`src/rtl/adc_multi_chan_trig.sv`:
```
`default_nettype none
// +----------------------------------------------------------------------------+
// | Module      : adc_multi_chan_trig                                           |
// | Description : Multi-source trigger unit for the FMC-ADC acquisition core.  |
// |               Merges N per-channel threshold/hysteresis detectors, a       |
// |               software trigger and a delayed external trigger into one     |
// |               trigger pulse, followed by a programmable hold-off window.   |
// | Option      : ADC_TRIG_CNT_EN - builds the 32-bit accepted-trigger counter;|
// |               when undefined trig_cnt_o is tied to zero.                   |
// | Ports       : sys_clk_i/sys_rst_n_i  clock, async active-low reset         |
// |               data_i/data_valid_i    signed samples (ch0 in LSBs) + strobe |
// |               thres_val_i/thres_hyst_i/ch_pol_i  per-channel detector cfg  |
// |               trig_en_i              source enables (0 sw, 1 ext, 2+k ch k)|
// |               arm_i                  acceptance level                      |
// |               sw_trig_i/ext_trig_i/ext_dly_i  sw and delayed ext triggers  |
// |               holdoff_i              hold-off length in cycles             |
// |               trig_o/trig_src_o/trig_cnt_o  pulse, source record, count    |
// | Revision    : 1.0 - initial parametrised release                           |
// +----------------------------------------------------------------------------+
module adc_multi_chan_trig #(
  parameter int G_NUM_CH    = 4,
  parameter int G_DATA_W    = 16,
  parameter int G_DLY_W     = 32,
  parameter int G_HOLDOFF_W = 16
) (
  input  logic                         sys_clk_i,
  input  logic                         sys_rst_n_i,
  input  logic [G_NUM_CH*G_DATA_W-1:0] data_i,
  input  logic                         data_valid_i,
  input  logic [G_NUM_CH*G_DATA_W-1:0] thres_val_i,
  input  logic [G_NUM_CH*G_DATA_W-1:0] thres_hyst_i,
  input  logic [G_NUM_CH-1:0]          ch_pol_i,
  input  logic [G_NUM_CH+1:0]          trig_en_i,
  input  logic                         arm_i,
  input  logic                         sw_trig_i,
  input  logic                         ext_trig_i,
  input  logic [G_DLY_W-1:0]           ext_dly_i,
  input  logic [G_HOLDOFF_W-1:0]       holdoff_i,
  output logic                         trig_o,
  output logic [G_NUM_CH+1:0]          trig_src_o,
  output logic [31:0]                  trig_cnt_o
);

  // Two guard bits: thres +/- hyst can never overflow for any input values.
  localparam int CW = G_DATA_W + 2;

  logic [G_NUM_CH-1:0] ch_fire;

  // ---------------------------------------------------------------------------
  // Per-channel threshold detectors (free running, independent of arm/enable)
  // ---------------------------------------------------------------------------
  generate
    for (genvar k = 0; k < G_NUM_CH; k++) begin : g_ch
      logic signed [CW-1:0] sample;
      logic signed [CW-1:0] thres;
      logic signed [CW-1:0] hyst;
      logic signed [CW-1:0] lo_lim;
      logic signed [CW-1:0] hi_lim;
      logic                 arm_cond;
      logic                 fire_cond;
      logic                 armed;

      assign sample = {{2{data_i[k*G_DATA_W+G_DATA_W-1]}}, data_i[k*G_DATA_W +: G_DATA_W]};
      assign thres  = {{2{thres_val_i[k*G_DATA_W+G_DATA_W-1]}}, thres_val_i[k*G_DATA_W +: G_DATA_W]};
      assign hyst   = {2'b00, thres_hyst_i[k*G_DATA_W +: G_DATA_W]};
      assign lo_lim = thres - hyst;
      assign hi_lim = thres + hyst;

      // Falling polarity mirrors the rising detector around the threshold.
      assign arm_cond   = ch_pol_i[k] ? (sample > hi_lim) : (sample < lo_lim);
      assign fire_cond  = ch_pol_i[k] ? (sample <= thres) : (sample >= thres);
      assign ch_fire[k] = data_valid_i & armed & fire_cond;

      always_ff @(posedge sys_clk_i or negedge sys_rst_n_i) begin
        if (!sys_rst_n_i) begin
          armed <= 1'b0;
        end else if (data_valid_i) begin
          if (armed) begin
            if (fire_cond) armed <= 1'b0;
          end else if (arm_cond) begin
            armed <= 1'b1;
          end
        end
      end
    end
  endgenerate

  // ---------------------------------------------------------------------------
  // External trigger: edge detect, then count ext_dly_i cycles down to zero.
  // ---------------------------------------------------------------------------
  logic               ext_prev;
  logic               ext_pend;
  logic [G_DLY_W-1:0] ext_cnt;
  logic               ext_fire;

  assign ext_fire = ext_pend && (ext_cnt == '0);

  always_ff @(posedge sys_clk_i or negedge sys_rst_n_i) begin
    if (!sys_rst_n_i) begin
      ext_prev <= 1'b0;
      ext_pend <= 1'b0;
      ext_cnt  <= '0;
    end else begin
      ext_prev <= ext_trig_i;
      if (!arm_i) begin
        ext_pend <= 1'b0;
      end else if (ext_pend) begin
        // New edges are ignored until the pending delay has expired.
        if (ext_cnt == '0) ext_pend <= 1'b0;
        else               ext_cnt  <= ext_cnt - G_DLY_W'(1);
      end else if (ext_trig_i && !ext_prev) begin
        ext_pend <= 1'b1;
        ext_cnt  <= ext_dly_i;
      end
    end
  end

  // ---------------------------------------------------------------------------
  // Global trigger FSM
  // ---------------------------------------------------------------------------
  typedef enum logic [1:0] {
    ST_IDLE    = 2'd0,
    ST_READY   = 2'd1,
    ST_HOLDOFF = 2'd2
  } state_t;

  state_t                 state;
  logic [G_HOLDOFF_W-1:0] hold_cnt;
  logic [G_NUM_CH+1:0]    fired;
  logic                   accept;

  assign fired  = trig_en_i & {ch_fire, ext_fire, sw_trig_i};
  assign accept = arm_i && (state == ST_READY) && (|fired);

  always_ff @(posedge sys_clk_i or negedge sys_rst_n_i) begin
    if (!sys_rst_n_i) begin
      state      <= ST_IDLE;
      hold_cnt   <= '0;
      trig_o     <= 1'b0;
      trig_src_o <= '0;
    end else begin
      trig_o <= 1'b0;
      if (!arm_i) begin
        state <= ST_IDLE;
      end else begin
        case (state)
          ST_IDLE: state <= ST_READY;
          ST_READY: begin
            if (accept) begin
              trig_o     <= 1'b1;
              trig_src_o <= fired;
              hold_cnt   <= holdoff_i;
              state      <= (holdoff_i == '0) ? ST_READY : ST_HOLDOFF;
            end
          end
          ST_HOLDOFF: begin
            // hold_cnt starts at holdoff_i: exactly holdoff_i cycles spent here.
            if (hold_cnt <= G_HOLDOFF_W'(1)) state    <= ST_READY;
            else                             hold_cnt <= hold_cnt - G_HOLDOFF_W'(1);
          end
          default: state <= ST_IDLE;
        endcase
      end
    end
  end

  // ---------------------------------------------------------------------------
  // Accepted-trigger counter (optional)
  // ---------------------------------------------------------------------------
`ifdef ADC_TRIG_CNT_EN
  logic [31:0] trig_cnt;

  always_ff @(posedge sys_clk_i or negedge sys_rst_n_i) begin
    if (!sys_rst_n_i)  trig_cnt <= '0;
    else if (accept)   trig_cnt <= trig_cnt + 32'd1;
  end

  assign trig_cnt_o = trig_cnt;
`else
  assign trig_cnt_o = 32'd0;
`endif

endmodule
`default_nettype wire

```
`config.mk`:
```
export PLATFORM = sky130hd
export DESIGN_NAME = adc_multi_chan_trig
export DESIGN_NICKNAME = d
export VERILOG_FILES = /design/src/rtl/adc_multi_chan_trig.sv
export SDC_FILE = /design/constraint.sdc
export NUM_CORES = 1
export LEC_CHECK = 0
export CAP_MARGIN = 20
export CORE_ASPECT_RATIO = 0.6
export CORE_MARGIN = 3
export CORE_UTILIZATION = 59
export CTS_CLUSTER_SIZE = 10
export DETAILED_ROUTE_END_ITERATION = 8
export PLACE_DENSITY = 0.89
export SETUP_SLACK_MARGIN = 0.5
export SLEW_MARGIN = 20
export SYNTH_ARGS = -nofsm -noshare
export SYNTH_HDL_FRONTEND = slang
export SYNTH_SLANG_ARGS = --single-unit
```
`constraint.sdc`:
```
create_clock -name sys_clk_i -period 8 [get_ports sys_clk_i]
set_clock_uncertainty 0.1 [all_clocks]
set_input_delay 1.6 -clock sys_clk_i [delete_from_list [all_inputs] [get_ports sys_clk_i]]
set_output_delay 1.6 -clock sys_clk_i [all_outputs]
set_load 0.03 [all_outputs]
```
==> flow_summary.toml, run 1 <==
[route]
post-route-drc-count = 0
vias = 15154
wire_per_inst_microns = 17.9
routed_wl_mm = 44.3
dr.pass1.iters = 6
viasPerCell = 6.10
drtIter0Drc = 1482
drtAntennaViolNets = 0

[outcome]
status = "complete, no violations"

[pwr]
power_mw = 2.39
peakVddDrop_v = 0.000110
p_int_mw = 1.33
p_sw_share_pct = 44.3
power.density_mw_per_mm2 = 135
seq_power_share_pct = 22.8
pwr-share-comb_pct = 60.4
clkPwrFrac_pct = 16.8
p_sw_mw = 1.06
p_leak_nw = 8.29

[global_routing]
grtUsageTotal_pct = 31.5
overflow = 0
grt_pass1_vias = 13909
grt_pass1_wl_mm = 70.4
grt_start_max_net_pins = 67
antenna_found_initial = 1

[sta]
fin_crit_ns = 6.36
worstMarginPinSlew_ns = 1.04
setup_violations = 0
hold_violations = 0
rsz0062_at_grt = "no"
maxSlewHeadroom_pct = 30.9
max_freq_mhz = 157
maxSlewViolCount = 0
tns_ns = 0
finalCritPeriodShare_pct = 79.4

[clock_tree]
hold_buffers = 0
h-tree-depth = 3
cts-root-buf = "clkbuf_16"
clkTransAtPathRegs_ns = 0.06
cts_buffer_depth = 2
clk_latency_ns = 0.33
cts_resized = 0
cts_tree = "yes"
post_cts_buffers = 0
cts_sinks = 63
cts_buffers = 9

[yosys]
synth_top_area_share_pct = 28.8
ys_seq_area_share_pct = 10.7
synth_flop_cell = "dfrtp_1"
ys_ff_latch = 63
avgSynthCellArea_sq_um = 7.61
ys_top_cells_by_count = "ha_1 (339), inv_1 (212), a21oi_1 (159)"
async_reset_ff_share_pct = 100
yosysMostFrequentCell = "ha_1"
synth_edf_count = 0
syn_area_sq_mm = 0.0147
yosysUniqueCellTypes = 77
yosys_warnings = 0
syn_inst = 1937
yosysTopAreaCell = "ha_1"
synth_area_leaders = "ha_1 (29%), dfrtp_1 (11%), xnor2_1 (6.2%)"

[die]
rows = 44
dieArea_sq_mm = 0.0270
fp.dieW_microns = 210
start_util_pct = 60.5
die_h_microns = 128
io_pins = 295
core-area_sq_mm = 0.0244

[final_layout]
final_cells = 2483
multi_input_area_sq_mm = 0.0120
nFillCells = 1915
area_growth_pct = 20.2
layout.area.seq_sq_mm = 0.00158
drive_gt1_share_pct = 1.85
fin_nets = 2757

[setup_path]
crit_type = "in2reg"
cp_top_family = "compound AO/OA/AOI/OAI gates"
slowest_stage = "nor4b_1"
path_cells = "clkdlybuf4s50_1 > ha_1 > inv_1 > fa_1 > o21bai_1 > a221oi_1 > nor4b_1 > nor2_1 > a221oi_1 > a211oi_1 > o21bai_1 > a21oi_1 > xnor2_1 > ha_1 > nand4_1 > or3_1 > o21ai_0 > mux2_2 > a221o_1"
required_ns = 8.12
crit_path_start_kind = "primary input"
critPathArrivalTime_ns = 6.47
max_stage_delay_ns = 0.54
critPathBufInv = 2
crit_fanout = 3
critPathCaptureType = "flop"

[placement]
dpl.cell_count = 2465
post-dp-hpwl_mm = 37.4
globalplace.congestion = 1.02
io_buffers = 262

[job]
max_cap_violations = 0

[min_path]
holdCritPathClass = "reg2reg"
-- path summary, 6_finish.rpt --
check	to	cells past startpoint	startpoint	slack, ns
setup / recovery	g_ch[2].armed$_DFFE_PN0P_	19	thres_val_i[32]	1.64
min in group asynchronous	ext_cnt[6]$_DFFE_PN0P_	2	sys_rst_n_i	1.33
setup reg to reg	ext_cnt[26]$_DFFE_PN0P_	13	ext_cnt[0]$_DFFE_PN0P_	3.86
hold reg to reg	trig_src_o[1]$_DFFE_PN0P_	2	trig_src_o[1]$_DFFE_PN0P_	0.39
hold / removal	trig_src_o[1]$_DFFE_PN0P_	2	trig_src_o[1]$_DFFE_PN0P_	0.39
max in group asynchronous	ext_pend$_DFF_PN0_	2	sys_rst_n_i	5.84
-- placed cells by master (no fill, tap or decap), drive strengths merged, types with 12 or more instances in the layout --
cell           Yosys  routed
a21o              47      47
nand2b            35      35
o211ai            17      17
o21ai            102     102
inv              212     214
o21bai            22      22
clkdlybuf4s50      0     261
ha               339     339
a221oi            23      23
nor3              78      78
or3               29      29
conb               1      32
xor2              14      14
o22ai             16      16
nand4             31      31
xnor2            105     105
dfrtp             63      63
o21a              39      39
nor4              12      12
a21oi            159     159
nor2             152     152
nand2             93      93
nor2b             35      35
nand3             44      44
-- sequential cells by signal (all words and copies together), names as in the netlist --
signal      cells
trig_o          1
trig_src_o      6
hold_cnt       16
ext_prev        1
state           2
ext_cnt        32
g_ch.armed      4
ext_pend        1
-- power groups by stage --
stage | Combinational [mW] | Sequential, mW | Clock, mW
finish | 1.45 | 0.545 | 0.403
global route | 1.60 | 0.564 | 0.424
CTS | 1.42 | 0.540 | 0.412
detailed placement | 1.41 | 0.543 | 0
global placement | 1.35 | 0.536 | 0
floorplan | 0.965 | 0.530 | 0
-- metal layers --
layer	global-route usage [%]	routed length [microns]	share of wire [%]
met3	4.31	4180	9.4
met2	46.7	18200	41
met1	48.6	21100	48
met4	6.26	826	1.9
met5	0	0	0
-- per-stage QoR --
step           setup WS [ns]  utilization, %  cell area, sq um  hold slack (ns)
3_5_place_dp            1.41            71.4             17400            0.389
2_1_floorplan           2.48               -             14900            0.363
4_1_cts                 1.74            72.7             17700            0.402
3_3_place_gp            1.55            71.4             17400            0.367
6_report                1.64            72.7             17700            0.394
5_1_grt                 1.30            72.7             17700            0.411
-- tightest hold or removal path, delay by kind of cell (launching register included) --
kind               cells  cell delay [ns]
AOI/OAI and AO/OA      1             0.06
DFF                    1             0.35
and+or+nand+nor        1             0.05
-- logic make-up after synthesis --
kind of cell               Yosys count  synth area share (%)
and+or+nand+nor                    564                  19.3
AOI/OAI and AO/OA                  532                  23.7
adders and majority gates          347                  29.8
buffers and inverters              302                  8.68
xor gates and xnor gates           119                  7.07
DFF                                 63                  10.7
muxes                                9                 0.636
other                                1                0.0254
-- final cells by class --
class / instances / area share, %
multi-input cells: 1603 / 67.7
repair buffers: 264 / 14.8
flip-flops and latches: 63 / 8.90
inverters: 213 / 4.51
well taps: 322 / 2.27
clock buffers: 9 / 1.27
clock inverters: 7 / 0.452
diodes: 2 / 0.0282
Note: power is estimated with default switching activity, not from simulation.
==> inputs of run 2 (changes only) <==
--- a/config.mk
+++ b/config.mk
@@ -8,10 +8,10 @@
 export CAP_MARGIN = 20
 export CORE_ASPECT_RATIO = 0.6
 export CORE_MARGIN = 3
-export CORE_UTILIZATION = 59
+export CORE_UTILIZATION = 55
 export CTS_CLUSTER_SIZE = 10
 export DETAILED_ROUTE_END_ITERATION = 8
-export PLACE_DENSITY = 0.89
+export PLACE_DENSITY = 0.83
 export SETUP_SLACK_MARGIN = 0.5
 export SLEW_MARGIN = 20
 export SYNTH_ARGS = -nofsm -noshare
==> constraint.sdc (replaced) <==
create_clock -name sys_clk_i -period 6.1 [get_ports sys_clk_i]
set_clock_uncertainty 0.1 [all_clocks]
set_input_delay 1.22 -clock sys_clk_i [delete_from_list [all_inputs] [get_ports sys_clk_i]]
set_output_delay 1.22 -clock sys_clk_i [all_outputs]
set_load 0.03 [all_outputs]
==> run 2 against run 1 <==
  * Final cell count up 2.3%
  * Global-route usage decreased by 0.59 points
  * Via count increased by 0.87%
  * Non-clock buffer count is 26 higher
  * Core utilization down 2.5 points
  * Clock power up 24%
  * Count of clock-buffer cells in the layout grew 1
  * Combinational power rose by 36%
  * Critical path type unchanged
  * Critical endpoint is now g_ch[1].armed$_DFFE_PN0P_
  * Largest cell class unchanged
==> flow_summary.toml, run 2 (synthesis results as in run 1) <==
[setup_path]
crit_type = "in2reg"
path_cells = "clkdlybuf4s50_1 > inv_1 > fa_2 > o21ba_2 > o311a_1 > nor4b_2 > buf_4 > o31ai_2 > nor3_1 > nor3_2 > o21bai_1 > a21oi_1 > xnor2_1 > ha_1 > a2111o_1 > a2111oi_4 > o21ai_2 > a41oi_2 > o31a_1 > a31oi_1"
crit_path_start_kind = "primary input"
critPathBufInv = 3
worstSetupPathDepth = 20
required_ns = 6.17
critPathArrivalTime_ns = 5.59
crit_fanout = 2
slowest_stage = "clkdlybuf4s50_1"
max_stage_delay_ns = 0.49
r2r_cells = 13
cp_top_family = "compound AO/OA/AOI/OAI gates"
critPathCaptureType = "flop"

[sta]
finalCritPeriodShare_pct = 90.5
worstMarginPinSlew_ns = 1.09
maxSlewViolCount = 0
hold_violations = 0
maxSlewHeadroom_pct = 27.2
tns_ns = 0
setup_violations = 0
rsz0062_at_grt = "yes"
max_freq_mhz = 181
fin_crit_ns = 5.52

[pwr]
power.density_mw_per_mm2 = 175
p_int_mw = 1.75
peakVddDrop_v = 0.000143
p_sw_share_pct = 45.0
pwr-share-comb_pct = 62.0
seq_power_share_pct = 22.4
power_mw = 3.18
clkPwrFrac_pct = 15.7
p_sw_mw = 1.43
p_leak_nw = 8.47

[final_layout]
drive_gt1_share_pct = 4.44
mostFrequentLayoutCell = "ha_1"
top_register = "ext_cnt"
fin_nets = 2783
final_cells = 2539
layout.area.seq_sq_mm = 0.00158
utilization_pct = 70.2
final_area_sq_mm = 0.0181
nFillCells = 2108
area_growth_pct = 23.1
mostFrequentLayoutCells = "ha_1 (338), clkdlybuf4s50_1 (258), inv_1 (210), a21oi_1 (157), nor2_1 (152)"
largest_reg_flops = 32
reg_top3 = "ext_cnt (32), hold_cnt (16), trig_src_o (6)"
multi_input_area_sq_mm = 0.0122

[global_routing]
grt_pass1_wl_mm = 73.5
grt.met1_usage_pct = 47.6
grt_pass1_vias = 14244
grt_start_max_net_pins = 67
grtUsageTotal_pct = 30.9
overflow = 0
grt-busiest-layer = "met1"
antenna_found_initial = 2
met3_usage_pct = 5.35
grt_use_met2_pct = 45.4

[clock_tree]
h-tree-depth = 3
cts_sinks = 63
cts_buffers = 9
cts-root-buf = "clkbuf_16"
cts_tree = "yes"
hold_buffers = 0
clkTransAtPathRegs_ns = 0.06
cts_buffer_depth = 2
clk_latency_ns = 0.34

[die]
fp.dieW_microns = 217
dieArea_sq_mm = 0.0289
die_h_microns = 133
rows = 45
start_util_pct = 57.1
core-area_sq_mm = 0.0258
io_pins = 295

[min_path]
holdCritPathClass = "reg2reg"
whs_path_depth = 2

[route]
routed_wl_mm = 47.0
drtAntennaViolNets = 0
viasPerCell = 6.02
drtIter0Drc = 1501
dr.pass1.iters = 6
vias = 15286
wire_per_inst_microns = 18.5
post-route-drc-count = 0

[placement]
place_area_sq_mm = 0.0176
dpl.cell_count = 2516
globalplace.congestion = 0.986
io_buffers = 262
post-dp-hpwl_mm = 39.2

[job]
max_cap_violations = 0

[outcome]
status = "complete, no violations"
run 2: changes by cell type in the layout (fill, tap and decap cells not counted), sizes merged:
cell,previous run,this run
bufinv,1,0
clkdlybuf4s50,261,258
dlymetal6s2s,0,3
clkinv,3,5
buf,3,29
clkbuf,9,10
inv,214,212
run 2: path summary, 6_finish.rpt:
| kind | startpoint | endpoint | slack [ns] |
|---|---|---|---|
| max in group asynchronous | sys_rst_n_i | ext_pend$_DFF_PN0_ | 4.30 |
| setup / recovery | thres_val_i[17] | g_ch[1].armed$_DFFE_PN0P_ | 0.58 |
| hold / removal | trig_src_o[1]$_DFFE_PN0P_ | trig_src_o[1]$_DFFE_PN0P_ | 0.40 |
| hold reg to reg | trig_src_o[1]$_DFFE_PN0P_ | trig_src_o[1]$_DFFE_PN0P_ | 0.40 |
| setup reg to reg | ext_cnt[0]$_DFFE_PN0P_ | ext_cnt[26]$_DFFE_PN0P_ | 1.70 |
| min in group asynchronous | sys_rst_n_i | ext_cnt[1]$_DFFE_PN0P_ | 0.96 |
run 2: routing by layer:
layer  share of wire, %  vias to the layer above
li1                   -                     7397
met1                 48                     7106
met2                 41                      716
met3                9.2                       67
met4                1.6                        0
met5                  0                        -
run 2: final cells by class:
| class | count | area share (%) |
|---|---|---|
| Clock buffer | 10 | 1.32 |
| Sequential cell | 63 | 8.69 |
| Inverter | 213 | 4.41 |
| Antenna cell | 2 | 0.0276 |
| Clock inverter | 6 | 0.255 |
| Multi-Input combinational cell | 1603 | 67.3 |
| Timing Repair Buffer | 290 | 15.6 |
| Tap cell | 352 | 2.43 |
run 2: worst min-delay path: cells and delay by family, from the launching register on:
family / cells / cell delay, ns
DFF: 1 / 0.34
and+or+nand+nor: 1 / 0.05
AOI/OAI and AO/OA: 1 / 0.07
run 2: stage by stage:
stage          worst slack (ns)  hold slack [ns]
2_1_floorplan             0.957            0.363
3_5_place_dp             -0.194            0.383
6_report                  0.577            0.399
3_3_place_gp             0.0926            0.365
5_1_grt                   0.414            0.436
4_1_cts                   0.493            0.405
run 2: power by group through the flow:
stage	logic (mW)	registers [mW]	clock network [mW]
final	1.97	0.711	0.498
after detailed placement	1.88	0.708	0
after global placement	1.82	0.698	0
after global routing	2.18	0.732	0.520
after floorplan	1.27	0.695	0
after CTS	1.91	0.704	0.504
run 2: what timing repair did:
| item | 4_1_cts | 5_1_grt |
|---|---|---|
| pin swaps | 5 | 18 |
| buffers inserted | 2 | 3 |
| hold endpoints to repair | 0 | 0 |
| setup endpoints to repair | 2 | 4 |
| gates cloned | 0 | 0 |
| resized for setup | 10 | 34 |
